--- config.mk ---
export PLATFORM = sky130hd
export DESIGN_NAME = hazard_scoreboard_flat
export DESIGN_NICKNAME = d
export VERILOG_FILES = /design/src/rtl/hazard_scoreboard_if.sv /design/src/rtl/hazard_scoreboard.sv /design/src/flat_wrapper.sv
export SDC_FILE = /design/constraint.sdc
export NUM_CORES = 1
export LEC_CHECK = 0
export CAP_MARGIN = 20
export CORE_ASPECT_RATIO = 1.2
export CORE_MARGIN = 2
export CORE_UTILIZATION = 38
export CTS_BUF_LIST = sky130_fd_sc_hd__clkbuf_2 sky130_fd_sc_hd__clkbuf_4 sky130_fd_sc_hd__clkbuf_8
export CTS_CLUSTER_SIZE = 8
export DETAILED_ROUTE_END_ITERATION = 8
export PLACE_DENSITY = 0.67
export SLEW_MARGIN = 20
export SYNTH_ARGS = -nofsm -noshare
export SYNTH_HDL_FRONTEND = slang
export SYNTH_SLANG_ARGS = --single-unit
--- constraint.sdc ---
create_clock -name clk -period 3.18 [get_ports clk]
set_input_delay 0.954 -clock clk [delete_from_list [all_inputs] [get_ports clk]]
set_output_delay 0.954 -clock clk [all_outputs]
set_load 0.005 [all_outputs]
--- src/rtl/hazard_scoreboard_if.sv ---
// Decode-stage bundle between the issuing decoder (master) and hazard_scoreboard (slave):
// the decode instruction, pipeline control, and the stall/forwarding decision.
interface hazard_scoreboard_if #(
  parameter int unsigned REG_ADDR_W = 4,
  parameter int unsigned CNT_W      = 16
);
  logic [REG_ADDR_W-1:0] src1;
  logic [REG_ADDR_W-1:0] src2;
  logic                  two_src;
  logic                  issue_valid;
  logic                  issue_wb_en;
  logic                  issue_mem_r_en;
  logic [REG_ADDR_W-1:0] issue_dest;
  logic                  freeze;
  logic                  flush;
  logic                  hazard_detected;
  logic [3:0]            fwd_sel1;
  logic [3:0]            fwd_sel2;
  logic [CNT_W-1:0]      stall_count;

  modport master (
    output src1, src2, two_src, issue_valid, issue_wb_en, issue_mem_r_en, issue_dest,
    output freeze, flush,
    input  hazard_detected, fwd_sel1, fwd_sel2, stall_count
  );

  modport slave (
    input  src1, src2, two_src, issue_valid, issue_wb_en, issue_mem_r_en, issue_dest,
    input  freeze, flush,
    output hazard_detected, fwd_sel1, fwd_sel2, stall_count
  );
endinterface

--- src/rtl/hazard_scoreboard.sv ---
// Tracks in-flight register writebacks and flags decode-stage RAW hazards.
// Define HAZARD_FORWARDING_EN to stall only on load-use and forward everything else.
module hazard_scoreboard #(
  parameter int unsigned REG_ADDR_W = 4,
  parameter int unsigned DEPTH      = 2,
  parameter int unsigned CNT_W      = 16
) (
  input  logic               clk,
  input  logic               rst,
  hazard_scoreboard_if.slave bus
);

  logic [DEPTH-1:0]      valid_q, valid_d;
  logic [DEPTH-1:0]      load_q, load_d;
  logic [REG_ADDR_W-1:0] dest_q [DEPTH];
  logic [REG_ADDR_W-1:0] dest_d [DEPTH];
  logic [CNT_W-1:0]      stall_q, stall_d;

  logic [DEPTH-1:0]      match1, match2;
  logic                  hazard;
  logic [3:0]            fwd1, fwd2;

  always_comb begin
    match1 = '0;
    match2 = '0;
    for (int k = 0; k < int'(DEPTH); k++) begin
      match1[k] = valid_q[k] && (dest_q[k] == bus.src1);
      match2[k] = bus.two_src && valid_q[k] && (dest_q[k] == bus.src2);
    end
  end

`ifdef HAZARD_FORWARDING_EN
  // Only a load in EXE cannot be forwarded in time; everything else bypasses.
  always_comb begin
    hazard = bus.issue_valid && load_q[0] && (match1[0] || match2[0]);
    fwd1   = '0;
    fwd2   = '0;
    if (bus.issue_valid && !hazard) begin
      // Descending scan so the youngest matching stage wins.
      for (int k = int'(DEPTH) - 1; k >= 0; k--) begin
        if (match1[k]) fwd1 = 4'(k + 1);
        if (match2[k]) fwd2 = 4'(k + 1);
      end
    end
  end
`else
  assign hazard = bus.issue_valid && ((|match1) || (|match2));
  assign fwd1   = '0;
  assign fwd2   = '0;
`endif

  assign bus.hazard_detected = hazard;
  assign bus.fwd_sel1        = fwd1;
  assign bus.fwd_sel2        = fwd2;
  assign bus.stall_count     = stall_q;

  always_comb begin
    valid_d = valid_q;
    load_d  = load_q;
    dest_d  = dest_q;
    stall_d = stall_q;
    if (!bus.freeze) begin
      for (int k = 1; k < int'(DEPTH); k++) begin
        valid_d[k] = valid_q[k-1];
        load_d[k]  = load_q[k-1];
        dest_d[k]  = dest_q[k-1];
      end
      // A stalled or squashed instruction leaves a bubble behind it.
      valid_d[0] = bus.issue_valid && bus.issue_wb_en && !hazard && !bus.flush;
      load_d[0]  = bus.issue_mem_r_en;
      dest_d[0]  = bus.issue_dest;
      if (hazard && (stall_q != '1)) begin
        stall_d = stall_q + 1'b1;
      end
    end
  end

  always_ff @(posedge clk or posedge rst) begin
    if (rst) begin
      valid_q <= '0;
      load_q  <= '0;
      stall_q <= '0;
      for (int k = 0; k < int'(DEPTH); k++) begin
        dest_q[k] <= '0;
      end
    end else begin
      valid_q <= valid_d;
      load_q  <= load_d;
      stall_q <= stall_d;
      for (int k = 0; k < int'(DEPTH); k++) begin
        dest_q[k] <= dest_d[k];
      end
    end
  end

endmodule

--- src/flat_wrapper.sv ---
// flat-port wrapper written by rule: the top's interface ports become plain ports
module hazard_scoreboard_flat 
#(
  parameter int unsigned REG_ADDR_W = 4,
  parameter int unsigned DEPTH      = 2,
  parameter int unsigned CNT_W      = 16
)
  (clk, rst, bus_src1, bus_src2, bus_two_src, bus_issue_valid, bus_issue_wb_en, bus_issue_mem_r_en, bus_issue_dest, bus_freeze, bus_flush, bus_hazard_detected, bus_fwd_sel1, bus_fwd_sel2, bus_stall_count);
  hazard_scoreboard_if #(.REG_ADDR_W(REG_ADDR_W), .CNT_W(CNT_W)) bus_i ();
  input  logic clk;
  input  logic rst;
  input wire logic [$bits(bus_i.src1)-1:0] bus_src1;
  input wire logic [$bits(bus_i.src2)-1:0] bus_src2;
  input wire logic [$bits(bus_i.two_src)-1:0] bus_two_src;
  input wire logic [$bits(bus_i.issue_valid)-1:0] bus_issue_valid;
  input wire logic [$bits(bus_i.issue_wb_en)-1:0] bus_issue_wb_en;
  input wire logic [$bits(bus_i.issue_mem_r_en)-1:0] bus_issue_mem_r_en;
  input wire logic [$bits(bus_i.issue_dest)-1:0] bus_issue_dest;
  input wire logic [$bits(bus_i.freeze)-1:0] bus_freeze;
  input wire logic [$bits(bus_i.flush)-1:0] bus_flush;
  output wire logic [$bits(bus_i.hazard_detected)-1:0] bus_hazard_detected;
  output wire logic [$bits(bus_i.fwd_sel1)-1:0] bus_fwd_sel1;
  output wire logic [$bits(bus_i.fwd_sel2)-1:0] bus_fwd_sel2;
  output wire logic [$bits(bus_i.stall_count)-1:0] bus_stall_count;
  assign bus_i.src1 = bus_src1;
  assign bus_i.src2 = bus_src2;
  assign bus_i.two_src = bus_two_src;
  assign bus_i.issue_valid = bus_issue_valid;
  assign bus_i.issue_wb_en = bus_issue_wb_en;
  assign bus_i.issue_mem_r_en = bus_issue_mem_r_en;
  assign bus_i.issue_dest = bus_issue_dest;
  assign bus_i.freeze = bus_freeze;
  assign bus_i.flush = bus_flush;
  assign bus_hazard_detected = bus_i.hazard_detected;
  assign bus_fwd_sel1 = bus_i.fwd_sel1;
  assign bus_fwd_sel2 = bus_i.fwd_sel2;
  assign bus_stall_count = bus_i.stall_count;
  hazard_scoreboard #(.REG_ADDR_W(REG_ADDR_W), .DEPTH(DEPTH), .CNT_W(CNT_W)) u_core (.clk(clk), .rst(rst), .bus(bus_i));
endmodule
==> results.toml <==
[floorplanning]
rows = 24
core-area_sq_um = 3690
fp.dieH_um = 72.4
ios = 45
start_util_pct = 40.1
dieArea_sq_um = 4410
die_width_um = 61.0

[grt]
grt_pass1_vias = 1212
grt_use_total_pct = 15.8
grt_max_degree = 27
grt_overflow = 0
grt_pass1_wl_um = 5330
antenna_found_initial = 0

[worst_setup_path]
r2r_cells = 7
critical_path_buf_inv_count = 3
cp.arrival_ns = 2.18
cp-start-kind = "input pin"
crit_chain = "clkdlybuf4s15_1 -> inv_1 -> a222oi_1 -> nor4b_4 -> nor4_4 -> nor2b_1 -> buf_2"
r2r_end = "u_core.bus.stall_count[1]"
path_max_fanout = 2
r2r_start = "u_core.dest_q[0]"
crit_family = "simple AND/OR/NAND/NOR gates"
required_ns = 2.23
rrSetupSlack_ns = 0.85
max_stage_delay_ns = 0.33
critPathCapture = "bus_hazard_detected"
cp_slowest_cell = "nor4b_4"
crit_cells = 7
critPathKind = "input pin to output port"
crit_start = "bus_src2[3]"
cp-end-kind = "output port"

[outcome]
status = "finished, final reports clean"

[drt]
drc = 0
vias_per_cell = 4.95
ant_nets = 0
drt_wl_total_um = 3300
drtIter0Drc = 28
vias = 1133
drt_first_pass_iters = 4
wl_per_cell_um = 14.4

[clock_network]
clkTransAtPathRegs_ns = 0.08
cts_root_buffer = "clkbuf_8"
clk_latency_ns = 0.27
cts_made_buffers = 3
htreeDepth = 1
clock-sinks = 26
cts_tree = "done"
clock_path_buffers = 2
hold_buffers = 0
postCtsSetupBuffers = 0

[final_layout]
drive_gt1_share_pct = 20.9
final_cell_count_no_fill = 229
antenna_cells = 0
syn_to_final_growth_pct = 31.5
nets = 200
layout_commonest_cell = "dfrtp_1"
most-common-layout-cells = "26 x dfrtp_1, 25 x clkdlybuf4s50_1, 21 x xor2_1"
final_core_util_pct = 52.7
fin_area_sq_um = 1950

[synthesis]
yosysSeqAreaShare_pct = 44.0
synth.distinct_cells = 29
syn_inst = 137
syn_area_sq_um = 1480
avgSynthCellArea_sq_um = 10.8
yosys_register_bits = 26
ys_warn_count = 0

[placed_design]
gp_congestion = 0.833
hpwl_um = 2450
place_inst = 226
postPlaceCellArea_sq_um = 1890
io_buffer_count = 35

[sta]
hold_violations = 0
period_needed_ns = 3.14
fmax_mhz = 319
period_share_pct = 98.7
slew_violations = 0
finalClockSkew_ns = 0.00484
setup_violations = 0
rsz0062_at_grt = "false"

[power_and_ir_drop]
power_density_nw_per_um2 = 352
p_leak_nw = 0.869
ir_drop_uv = 189

[run]
maxCapViolCount = 0

[hold_path]
min_path_type = "flop to flop"
==> synth_stat cells <==
library cell	number	share of area [%]
nand3_1	6	2.0
xnor2_1	5	3.0
nor4b_2	1	1.0
or3b_4	1	0.76
or2_2	1	0.42
o22ai_1	1	0.42
conb_1	1	0.25
nor4_2	6	5.1
a222oi_1	1	0.68
or3_1	1	0.42
dfrtp_1	26	44
clkbuf_1	1	0.25
inv_2	1	0.25
o211ai_1	1	0.51
nor2_1	1	0.25
nor4_1	6	2.5
ha_1	1	0.85
inv_1	6	1.5
nand4_1	3	1.3
xor2_1	21	12
nor2b_1	2	0.85
a21oi_1	1	0.34
nand4b_1	1	0.59
mux2_2	11	8.4
mux2_4	1	1.0
nor4b_1	2	1.2
nand2_1	14	3.6
buf_4	9	4.6
nor3_1	5	1.7
==> how the worst min path moves through the flow <==
stage	depth (start not counted)	from	to
after floorplan	2	u_core.valid_q[0]	u_core.valid_q[0]
after global placement	1	u_core.bus.stall_count[4]	u_core.bus.stall_count[4]
after detailed placement	1	u_core.bus.stall_count[4]	u_core.bus.stall_count[4]
after CTS	1	u_core.bus.stall_count[4]	u_core.bus.stall_count[4]
after global routing	1	u_core.bus.stall_count[4]	u_core.bus.stall_count[4]
final	1	u_core.bus.stall_count[4]	u_core.bus.stall_count[4]
==> layout make-up <==
class                   instances  area, sq um
multi-input cells             101          795
repair buffers                 40          369
fillers                       349         1750
flip-flops and latches         26          651
inverters                       7         26.3
clock buffers                   3         41.3
well taps                      52         65.1
==> sequential cells by signal, summed over array words and instances (netlist names) <==
register,cells
u_core.valid_q,2
u_core.dest_q,8
u_core.bus.stall_count,16
==> kinds of logic after synthesis <==
| family | share of synthesized area (%) |
|---|---|
| fa+ha+maj | 0.845 |
| other cells | 0.253 |
| mux | 9.38 |
| xor+xnor | 15.4 |
| buf+inv | 6.59 |
| compound gates | 1.94 |
| simple gates | 21.6 |
| flops | 44.0 |
==> where the power goes <==
group / switching (W) / internal (W) / total [W]
Combinational: 0.0000551 / 0.0000692 / 0.000124
Sequential: 0.0000258 / 0.000351 / 0.000377
Clock: 0.0000998 / 0.0000850 / 0.000185
Total: 0.000181 / 0.000505 / 0.000686
==> per-stage QoR <==
| stage | hold slack [ns] | power, W | TNS [ns] | worst slack, ns |
|---|---|---|---|---|
| after floorplan | 0.481 | 0.000451 | 0 | 0.156 |
| after CTS | 0.503 | 0.000688 | 0 | 0.00553 |
| after detailed placement | 0.484 | 0.000504 | -1.19 | -0.705 |
| after global placement | 0.484 | 0.000497 | -0.537 | -0.534 |
| final | 0.497 | 0.000686 | 0 | 0.0419 |
| after global routing | 0.521 | 0.000717 | 0 | 0.0302 |
==> what timing repair did <==
action | in CTS | in global routing
pin swaps | 2 | 4
setup endpoints to repair | 1 | 1
gates resized for setup | 16 | 9
==> routing by layer <==
metal | wire, um | global-route usage [%] | part of all wire, % | vias to the layer above
li1 | - | - | - | 544
met1 | 1380 | 18.4 | 42 | 544
met2 | 1700 | 27.7 | 51 | 38
met3 | 155 | 2.85 | 4.7 | 7
met4 | 61 | 6.28 | 1.9 | 0
met5 | 0 | 0 | 0 | -
No activity file was read; power rests on OpenSTA's default activity.
